[src/rtl/muldiv_unit.sv]
// Iterative multiply/divide unit: one result bit per cycle, HI/LO outputs.
// Define MULDIV_DIV_EN to compile in the divider (ops 10/11); otherwise multiply-only.
module muldiv_unit #(
  parameter int WIDTH = 32
) (
  input  logic             clk,
  input  logic             rst,
  input  logic             start,
  input  logic [1:0]       op,
  input  logic [WIDTH-1:0] a,
  input  logic [WIDTH-1:0] b,
  output logic             busy,
  output logic             done,
  output logic [WIDTH-1:0] hi,
  output logic [WIDTH-1:0] lo
);

  localparam int CW = $clog2(WIDTH);
  localparam logic [CW-1:0] LAST_CNT = CW'(WIDTH - 1);
  localparam logic [CW-1:0] ONE_CNT  = CW'(1);

  typedef enum logic [1:0] {S_IDLE, S_CALC, S_FIX} state_t;

  state_t             r_state;
  logic [CW-1:0]      r_cnt;
  logic [2*WIDTH-1:0] r_acc;
  logic [WIDTH-1:0]   r_opnd;
  logic               r_neg_q;
`ifdef MULDIV_DIV_EN
  logic               r_is_div;
  logic               r_neg_r;
  logic               r_div0;
  logic [WIDTH-1:0]   r_raw_a;
`endif

  logic               w_sa;
  logic               w_sb;
  logic [WIDTH-1:0]   w_abs_a;
  logic [WIDTH-1:0]   w_abs_b;
  logic               w_accept;
  logic [WIDTH:0]     w_mul_sum;
  logic [2*WIDTH-1:0] w_mul_next;
  logic [2*WIDTH-1:0] w_step;
  logic [2*WIDTH-1:0] w_prod;
  logic [WIDTH-1:0]   w_hi_fix;
  logic [WIDTH-1:0]   w_lo_fix;
`ifdef MULDIV_DIV_EN
  logic [WIDTH:0]     w_div_shift;
  logic [WIDTH:0]     w_div_diff;
  logic [2*WIDTH-1:0] w_div_next;
  logic [WIDTH-1:0]   w_quo;
  logic [WIDTH-1:0]   w_rem;
`endif

  // Signs only matter for the signed ops (op[0]=1)
  assign w_sa    = op[0] & a[WIDTH-1];
  assign w_sb    = op[0] & b[WIDTH-1];
  assign w_abs_a = w_sa ? -a : a;
  assign w_abs_b = w_sb ? -b : b;

`ifdef MULDIV_DIV_EN
  assign w_accept = start && (r_state == S_IDLE);
`else
  assign w_accept = start && (r_state == S_IDLE) && !op[1];
`endif

  // Shift-add: upper half accumulates, multiplier bits shift out of the lower half
  assign w_mul_sum  = {1'b0, r_acc[2*WIDTH-1:WIDTH]} + (r_acc[0] ? {1'b0, r_opnd} : '0);
  assign w_mul_next = {w_mul_sum, r_acc[WIDTH-1:1]};

`ifdef MULDIV_DIV_EN
  // Restoring division: acc = {remainder, dividend/quotient}
  assign w_div_shift = {r_acc[2*WIDTH-1:WIDTH], r_acc[WIDTH-1]};
  assign w_div_diff  = w_div_shift - {1'b0, r_opnd};
  assign w_div_next  = w_div_diff[WIDTH]
                     ? {w_div_shift[WIDTH-1:0], r_acc[WIDTH-2:0], 1'b0}
                     : {w_div_diff[WIDTH-1:0],  r_acc[WIDTH-2:0], 1'b1};
  assign w_step      = r_is_div ? w_div_next : w_mul_next;
  assign w_quo       = r_neg_q ? -r_acc[WIDTH-1:0] : r_acc[WIDTH-1:0];
  assign w_rem       = r_neg_r ? -r_acc[2*WIDTH-1:WIDTH] : r_acc[2*WIDTH-1:WIDTH];
`else
  assign w_step      = w_mul_next;
`endif

  assign w_prod = r_neg_q ? -r_acc : r_acc;

  always_comb begin
    w_hi_fix = w_prod[2*WIDTH-1:WIDTH];
    w_lo_fix = w_prod[WIDTH-1:0];
`ifdef MULDIV_DIV_EN
    if (r_is_div) begin
      if (r_div0) begin
        w_hi_fix = r_raw_a;
        w_lo_fix = '1;
      end else begin
        w_hi_fix = w_rem;
        w_lo_fix = w_quo;
      end
    end
`endif
  end

  always_ff @(posedge clk or posedge rst) begin
    if (rst) begin
      r_state  <= S_IDLE;
      r_cnt    <= '0;
      r_acc    <= '0;
      r_opnd   <= '0;
      r_neg_q  <= 1'b0;
`ifdef MULDIV_DIV_EN
      r_is_div <= 1'b0;
      r_neg_r  <= 1'b0;
      r_div0   <= 1'b0;
      r_raw_a  <= '0;
`endif
      busy     <= 1'b0;
      done     <= 1'b0;
      hi       <= '0;
      lo       <= '0;
    end else begin
      done <= 1'b0;
      case (r_state)
        S_IDLE: begin
          if (w_accept) begin
            r_state <= S_CALC;
            busy    <= 1'b1;
            r_cnt   <= '0;
            r_neg_q <= w_sa ^ w_sb;
`ifdef MULDIV_DIV_EN
            r_is_div <= op[1];
            r_neg_r  <= w_sa;
            r_div0   <= (b == '0);
            r_raw_a  <= a;
            r_opnd   <= op[1] ? w_abs_b : w_abs_a;
            r_acc    <= {{WIDTH{1'b0}}, (op[1] ? w_abs_a : w_abs_b)};
`else
            r_opnd   <= w_abs_a;
            r_acc    <= {{WIDTH{1'b0}}, w_abs_b};
`endif
          end
        end
        S_CALC: begin
          r_acc <= w_step;
          r_cnt <= r_cnt + ONE_CNT;
          if (r_cnt == LAST_CNT) r_state <= S_FIX;
        end
        S_FIX: begin
          r_state <= S_IDLE;
          busy    <= 1'b0;
          done    <= 1'b1;
          hi      <= w_hi_fix;
          lo      <= w_lo_fix;
        end
        default: r_state <= S_IDLE;
      endcase
    end
  end

endmodule

[config.mk]
export PLATFORM = sky130hd
export DESIGN_NAME = muldiv_unit
export DESIGN_NICKNAME = d
export VERILOG_FILES = /design/src/rtl/muldiv_unit.sv
export SDC_FILE = /design/constraint.sdc
export NUM_CORES = 1
export LEC_CHECK = 0
export ABC_AREA = 1
export CORE_MARGIN = 10
export CORE_UTILIZATION = 45
export CTS_CLUSTER_DIAMETER = 50
export DETAILED_ROUTE_END_ITERATION = 12
export GPL_TIMING_DRIVEN = 0
export HOLD_SLACK_MARGIN = 0.03
export PLACE_DENSITY_LB_ADDON = 0.12
export REMOVE_ABC_BUFFERS = 1
export SLEW_MARGIN = 20
export SYNTH_ARGS = -nofsm -noshare
export SYNTH_HDL_FRONTEND = slang
export SYNTH_SLANG_ARGS = --single-unit
[constraint.sdc]
create_clock -name clk -period 14.6 [get_ports clk]
set_clock_uncertainty 0.15 [all_clocks]
set_input_delay 2.19 -clock clk [delete_from_list [all_inputs] [get_ports clk]]
set_output_delay 2.19 -clock clk [all_outputs]
set_load 0.005 [all_outputs]
==> out/qor.csv <==
metric,value,unit
status,"finished, final reports clean",
synthesis-to-finish area growth,18.0,%
diode count,0,
clk buf depth,2,
clock sink count,170,
FF/Latch Area,4260,um^2
Synth Register Bits,170,
"FFs w/ async S/R, synth",100,%
Rel. slew slack,30.6,%
# setup viols final,0,
Max Fanout on Critical Path,63,
largest stage delay on the critical path,840,ps
Leakage,7.65,nW
num rows,61,
input/output buffers,134,
largest family of logic cells by synthesized area,simple AND/OR/NAND/NOR gates,
arrival time of the worst setup path,5650,ps
slowest cell on the critical path,inv_2,
ratio of cells with drive above 1 in the final layout,4.65,%
fin util,54.4,%
Worst Setup SP,start,
placer's final routability congestion estimate,0.924,
multiplexer area fraction after synthesis,0,%
hold path start,r_cnt[3]$_DFFE_PP0P_,
total CTS buffers,17,
DRC,0,
Filler Cells Inserted,2882,
Post-Syn Area per Cell,6.41,um^2
"Req. time, crit path",14780,ps
Cells after Synth,2013,
Hold Slack,322,ps
largest net degree at the start of global routing,90,
first-pass GRT wire length,66500,um
Post-Synth Simple-Gate Area,40.2,%
period utilization,37.5,%
post-CTS sizing,0,
"Cell Chain, Critical Path",clkdlybuf4s50_1 > inv_1 > nor2_1 > nand3_4 > inv_2 > nor2_4 > buf_16 > inv_2 > o22ai_1 > o21bai_1,
Period minus WS final,5470,ps
IO Count,135,
slew at the pin closest to its max-slew limit,1040,ps
postcts setup bufs,0,
Final #Nets,2222,
via count,13052,
initial antenna violation count,0,
WS Path Type,input port to flip-flop,
compound-cell area share of the yosys netlist,9.95,%
most frequent CP cell,inv_2,
post-synthesis xor/xnor area fraction,3.33,%
final hold viol count,0,
worst vdd ir,0.106,mV
Yosys top cell area share,33.0,%
vias in the first global route,12380,
sequential area share after synthesis,33.0,%
Initial Utilization,46.1,%
post-DR vias/cell,5.21,
Post-Route WL,40800,um
crit path launch type,input port,
Pwr Density,182,nW/um^2
dpl hpwl,32100,um
max cap viols,0,
Clock transition at path regs,70,ps
RSZ-0062 raised after global routing,no,
DIE WIDTH,189,um
worst reg2reg startpoint,r_state[1]$_DFFE_PP0P_,
Worst setup EP type,flip-flop,
cts hold-fix bufs,0,
Fin Setup TNS,0,ps
post-route antenna net violation count,0,
"Primary FF master, synth",dfrtp_1,
synth unique cells,53,
DRT Pass-1 Iters,5,
GRT overflow,0,
CTS Root Cell,clkbuf_16,
Adder-Cell Fraction of Synth Area,3.74,%
die area,35800,um^2
fmax,183,MHz
Area contributors post-synth,"dfrtp_1 33%, nand2_1 21%, inv_1 7.7%",
Post-synth EDFFs,0,
Die Y,189,um
core box area,28000,um^2
clk_lat worst skew,450,ps
TritonCTS clock tree,done,
Routed WL per cell,16.3,um
mapped cell area,12900,um^2
Synth area leader,dfrtp_1,
H-tree depth reported by CTS,4,
"Slew Viols, Final",0,
initial drt markers,1096,
Synth Warn #,0,
multi-input combinational cell area,7400,um^2
All-Layer GR Usage,22.9,%
worst hold path class,flip-flop to flip-flop,
[sequential cells by signal (all words and copies together) (netlist names)]
register  count
busy          1
done          1
hi           32
lo           32
r_acc        64
r_cnt         5
r_neg_q       1
r_opnd       32
r_state       2
[cell usage in the layout, fill, tap and decap left out, types with 20 or more instances in the layout]
cell | synthesis | layout
nand4_1 | 35 | 35
xor2_1 | 44 | 44
clkdlybuf4s50_1 | 0 | 134
nand3_1 | 185 | 185
nor2_1 | 186 | 185
nand2_1 | 709 | 709
inv_1 | 265 | 263
nor3_1 | 20 | 20
ha_1 | 37 | 37
a21oi_1 | 46 | 46
dfrtp_1 | 170 | 169
o21ai_0 | 95 | 95
[final cells by class]
cell class	instances	share of cell area [%]
tap	378	3.11
inverter	273	6.80
clock inverter	14	1.03
sequential	170	28.0
multi-input combinational	1514	48.6
timing repair buffer	139	9.61
clock buffer	18	2.88
[critical path, delay by kind of cell]
family,cells,cell delay [ps]
buffers and inverters,5,1980
AO/OA/AOI/OAI,2,480
AND/OR/NAND/NOR,3,980
[synth_stat cells (all sizes together) (2+ instances only)]
master	count
buf	23
a22o	2
o31ai	3
nor2	210
o221ai	11
and3	4
o21bai	12
a31oi	5
nand2	717
ha	37
dfrtp	170
clkinv	3
nand3	189
o211ai	5
xnor2	5
nand3b	13
inv	270
nor3b	2
a21oi	46
clkbuf	33
or2	9
o22ai	12
o21ai	118
xor2	44
and2	2
nand4	36
nor4	5
nor3	22
[routing by layer]
metal | track usage [%] | routed length (um) | vias up
met5 | 0 | 0 | -
met4 | 5.77 | 605 | 0
met3 | 3.45 | 2680 | 35
met2 | 33.8 | 17000 | 414
met1 | 34.0 | 20500 | 5995
li1 | - | - | 6608
[stage by stage]
stage	setup WS, ps	power (mW)	cell area [um^2]	cells
floorplan	7660	1.82	12700	1957
global placement	5250	2.25	14500	2469
detailed placement	8670	2.29	14600	2474
CTS	9120	2.76	15200	2506
global route	8810	3.03	15200	2506
finish	9130	2.78	15200	2506
[logic make-up after synthesis]
| group | count (synthesis) |
|---|---|
| AND/OR/NAND/NOR | 1209 |
| buffers and inverters | 329 |
| AO/OA/AOI/OAI | 218 |
| flip-flops | 170 |
| XOR/XNOR | 49 |
| adder cells (fa/ha/maj) | 38 |
[power by group]
group	internal (mW)	total (mW)	switching (mW)
Clock	0.233	0.464	0.230
Combinational	0.501	1.45	0.951
Sequential	0.623	0.859	0.236
Total	1.36	2.78	1.42
[worst paths after layout]
path | endpoint | slack (ps) | cells past startpoint
worst max register to register | r_acc[30]$_DFFE_PP0P_ | 10960 | 8
min in group asynchronous | hi[26]$_DFFE_PP0P_ | 1980 | 2
worst max-delay path | r_acc[30]$_DFFE_PP0P_ | 9130 | 10
max in group asynchronous | r_neg_q$_DFFE_PP0P_ | 11620 | 3
worst min register to register | r_cnt[3]$_DFFE_PP0P_ | 320 | 1
worst min-delay path | r_cnt[3]$_DFFE_PP0P_ | 320 | 1
Power figures use the tool's default switching activity.
==> RTL change 1: new RTL, same settings <==
The parameter `WIDTH` goes from 32 to 16.
--- a/src/rtl/muldiv_unit.sv
+++ b/src/rtl/muldiv_unit.sv
@@ -2,5 +2,5 @@
 // Define MULDIV_DIV_EN to compile in the divider (ops 10/11); otherwise multiply-only.
 module muldiv_unit #(
-  parameter int WIDTH = 32
+  parameter int WIDTH = 16
 ) (
   input  logic             clk,
Ports: changed (resized a, b, hi and lo); port bits go from 135 to 71. The function was not compared with the original's and may differ.
==> RTL change 1 against the unedited design <==
- synthesized cell count fell by 54%
- worst setup slack gained 1300 ps
- sequential cell count shrank 81
- power decreased by 48%
- final area decreased by 52%
- die area is 48% lower
- wire length shrank 62%
- highest routed layer unchanged
- sequential share of layout area up 2.5 points
- largest cell class unchanged
- area after synthesis fell by 53%
- count of clock-buffer cells in the layout fell by 9
- utilization grew 0.66 points
- fmax rose by 30%
- register-to-register slack improved by 1200 ps
==> RTL change 1: results <==
routing:
  met2_length_um: 6670
  viasPerCell: 4.97
  wl_um: 15700
  wl_per_cell_um: 13.5
  drtIter0Drc: 423
  wl_met1_um: 7920
  wl_met3_um: 927
critical_path:
  cpPeakStageDelay_ps: 470
  slowest_stage: "nand2_2"
  regToRegStartpoint: "r_acc[0]"
  rr_worst_depth: 13
  arrival_ps: 4280
  cp_top_family: "simple AND/OR/NAND/NOR gates"
  crit_path_max_fanout: 35
  r2r_slack_ps: 12160
  crit-reg2reg-capture: "r_acc[27]"
clock_tree:
  cts_max_level: 3
  clk_latency_ps: 350
  cts_buffers: 9
  clock_path_buffers: 2
global_routing:
  grt_pass1_wl_um: 26300
  grt_usage_pct: 17.2
  grt_max_degree: 48
  grt_pass1_vias: 5416
pwr:
  p_seq_uw: 467
  power_leakage_nw: 3.76
  ir_drop_v: 0.0000838
  pwr-share-clk_pct: 18.7
  switching_share_pct: 45.0
layout:
  layout-drive-gt1-share_pct: 4.44
  fin_nets: 1043
  nFillCells: 1344
outcome:
  status: "finished, final reports clean"
yosys:
  synthAdderAreaFrac_pct: 4.42
  ys_top_cells_by_area: "dfrtp_1 36%, nand2_1 20%, nand3_1 7.4%, inv_1 7.2%, nor2_1 5.3%"
  yosysSeqAreaShare_pct: 36.4
  synth_cells: 925
  synth-xor-area-share_pct: 3.15
  synthTopCellsByCount: "321 x nand2_1, 117 x inv_1, 90 x nand3_1, 89 x dfrtp_1, 87 x nor2_1"
worst_hold_path:
  min_to: "busy"
  whs_path_depth: 2
  min_from: "busy"
place:
  numPortBuffers: 70
  dp_hpwl_um: 12100
  gp_congestion: 0.894
  numPlacedInstances: 1150
  pre_cts_ws_ps: 10020
  place_area_um2: 6970
sta:
  tightest_slew_ps: 1130
  hold-worst-slack_ps: 319
die:
  fp.dieArea_um2: 18700
## RTL change 1: worst max path at each step
stage / end / depth (start not counted) / slack, ps / from
after detailed placement: r_acc[9] / 9 / 10020 / start
final: r_acc[9] / 9 / 10400 / start
after global routing: r_acc[9] / 9 / 10180 / start
after global placement: r_opnd[14] / 2 / 8510 / rst
after floorplan: busy / 1 / 9950 / rst
after CTS: r_acc[9] / 9 / 10370 / start
## RTL change 1: cell type report
class / instances / area (um^2) / area share [%]
clock inverters: 7 / 118 / 1.61
well taps: 176 / 220 / 3.01
multi-input cells: 690 / 3320 / 45.3
inverters: 123 / 465 / 6.36
repair buffers: 72 / 743 / 10.2
flip-flops and latches: 89 / 2230 / 30.4
clock buffers: 9 / 225 / 3.08
## RTL change 1: routing by layer
metal  GRT usage, %  vias up
met5              0        -
met4           5.15        0
met1           24.4     2583
li1               -     3060
met3           2.57       11
met2           26.4      136
==> RTL change 2: new RTL, config.mk and constraints unchanged <==
Without the edit above. Register the output `done` once more, with the module's reset; this adds one clock of latency there. The other outputs are not delayed to match.
--- a/src/rtl/muldiv_unit.sv
+++ b/src/rtl/muldiv_unit.sv
@@ -21,4 +21,6 @@
 
   typedef enum logic [1:0] {S_IDLE, S_CALC, S_FIX} state_t;
+
+  logic done_s0;
 
   state_t             r_state;
@@ -115,9 +117,9 @@
 `endif
       busy     <= 1'b0;
-      done     <= 1'b0;
+      done_s0  <= 1'b0;
       hi       <= '0;
       lo       <= '0;
     end else begin
-      done <= 1'b0;
+      done_s0 <= 1'b0;
       case (r_state)
         S_IDLE: begin
@@ -148,5 +150,5 @@
           r_state <= S_IDLE;
           busy    <= 1'b0;
-          done    <= 1'b1;
+          done_s0 <= 1'b1;
           hi      <= w_hi_fix;
           lo      <= w_lo_fix;
@@ -157,4 +159,12 @@
   end
 
+  always_ff @(posedge clk or posedge rst) begin
+    if (rst) begin
+      done <= '0;
+    end else begin
+      done <= done_s0;
+    end
+  end
+
 endmodule
 
Check against the original RTL: same outputs for any inputs over 10 cycles, from zero or initial values and one cycle with rst high; that may be too few to reach the edited logic, so the function may still have changed.
==> RTL change 2 against the unedited design <==
- worst setup slack lost 35 ps
- critical path depth unchanged
- power is 1.3% higher
- largest cell class unchanged
- area after synthesis rose by 0.19%
- via count up 0.64%
- final area rose by 0.36%
- die area increased by 0.17%
- sequential cell count increased by 1
- wire length decreased by 0.80%
- combinational power about the same
==> RTL change 2: results <==
clock_tree:
  cts-resized-gates: 0
  postCtsSetupRepairBufs: 0
routing:
  wl_per_cell_um: 16.2
  viasPerCell: 5.24
  firstDrtPassIters: 6
  drtIter0Drc: 1377
  route.vias.total: 13100
layout:
  largest_register_ffs: 64
  top_register: "r_acc"
  nFillCells: 2886
  layout-drive-gt1-share_pct: 4.65
sta:
  timing.slew.headroom_pct: 41.5
yosys:
  ys_top_cells_by_area: "dfrtp_1 33%, nand2_1 21%, inv_1 7.7%, nand3_1 7.2%, nor2_1 5.4%"
  synthTopCellsByCount: "709 x nand2_1, 265 x inv_1, 186 x nor2_1, 185 x nand3_1, 171 x dfrtp_1"
  synth_cells: 2014
  yosysSeqAreaShare_pct: 33.1
critical_path:
  arrival_ps: 5710
  cpPeakStageDelay_ps: 840
outcome:
  status: "finished, final reports clean"
global_routing:
  grt_usage_pct: 22.8
  grt_antenna_before_repair: 0
  grt_pass1_wl_um: 66100
  grt_pass1_vias: 12400
place:
  gp_congestion: 0.938
  dp_hpwl_um: 31900
  pre_cts_ws_ps: 8590
pwr:
  ir_drop_v: 0.0000970
  power_leakage_nw: 7.69
worst_hold_path:
  hold_class: "flip-flop to flip-flop"
-- RTL change 2: cell count changes in the layout (fill, tap and decap cells not counted) --
cell	unedited run	this run
bufinv_16	0	2
clkinv_4	2	0
clkinvlp_4	3	0
inv_8	4	7
buf_12	2	1
inv_6	2	3
clkbuf_8	1	0
dfrtp_2	0	1
-- RTL change 2: power by group --
group / internal (mW) / switching [mW] / total (mW)
logic: 0.501 / 0.946 / 1.45
clock network: 0.266 / 0.232 / 0.499
registers: 0.626 / 0.240 / 0.866
-- RTL change 2: stage by stage --
step | hold slack, ps | area (um^2) | util (%)
2_1_floorplan | 181 | 12700 | -
3_3_place_gp | 184 | 14500 | 51.6
3_5_place_dp | 186 | 14600 | 52.1
4_1_cts | 203 | 15300 | 54.4
5_1_grt | 213 | 15300 | 54.4
6_report | 203 | 15300 | 54.4
-- RTL change 2: kinds of logic after synthesis --
group,after synthesis,synth area share [%]
AO/OA/AOI/OAI,218,9.93
XOR/XNOR,49,3.32
adder cells (fa/ha/maj),38,3.74
buffers and inverters,329,9.83
flip-flops,171,33.1
AND/OR/NAND/NOR,1209,40.1
-- RTL change 2: worst max-delay path: cells and delay by family --
family | cells | cell delay, ps
buffers and inverters | 5 | 1940
AOI/OAI and AO/OA | 2 | 450
and+or+nand+nor | 3 | 1080
-- RTL change 2: final timing paths --
kind	cells past startpoint	to	slack (ps)	startpoint
setup reg to reg	8	r_acc[30]	10990	r_state[0]
setup / recovery	10	r_acc[30]	9090	start
hold / removal	0	done	200	done_s0
hold reg to reg	0	done	200	done_s0
min in group asynchronous	2	lo[31]	2080	rst
max in group asynchronous	3	r_opnd[28]	11350	rst
-- RTL change 2: layer usage --
metal	GRT usage (%)	share of wire, %	up-vias
li1	-	-	6623
met1	33.5	50	6048
met2	33.1	41	409
met3	4.02	6.6	55
met4	6.50	2.2	0
met5	0	0	-
-- RTL change 2: layout make-up --
class | count | share of cell area, %
Multi-Input combinational cell | 1514 | 48.4
Tap cell | 378 | 3.09
Timing Repair Buffer | 138 | 9.45
Sequential cell | 171 | 28.0
Inverter | 273 | 6.78
Clock buffer | 17 | 2.78
Clock inverter | 15 | 1.43
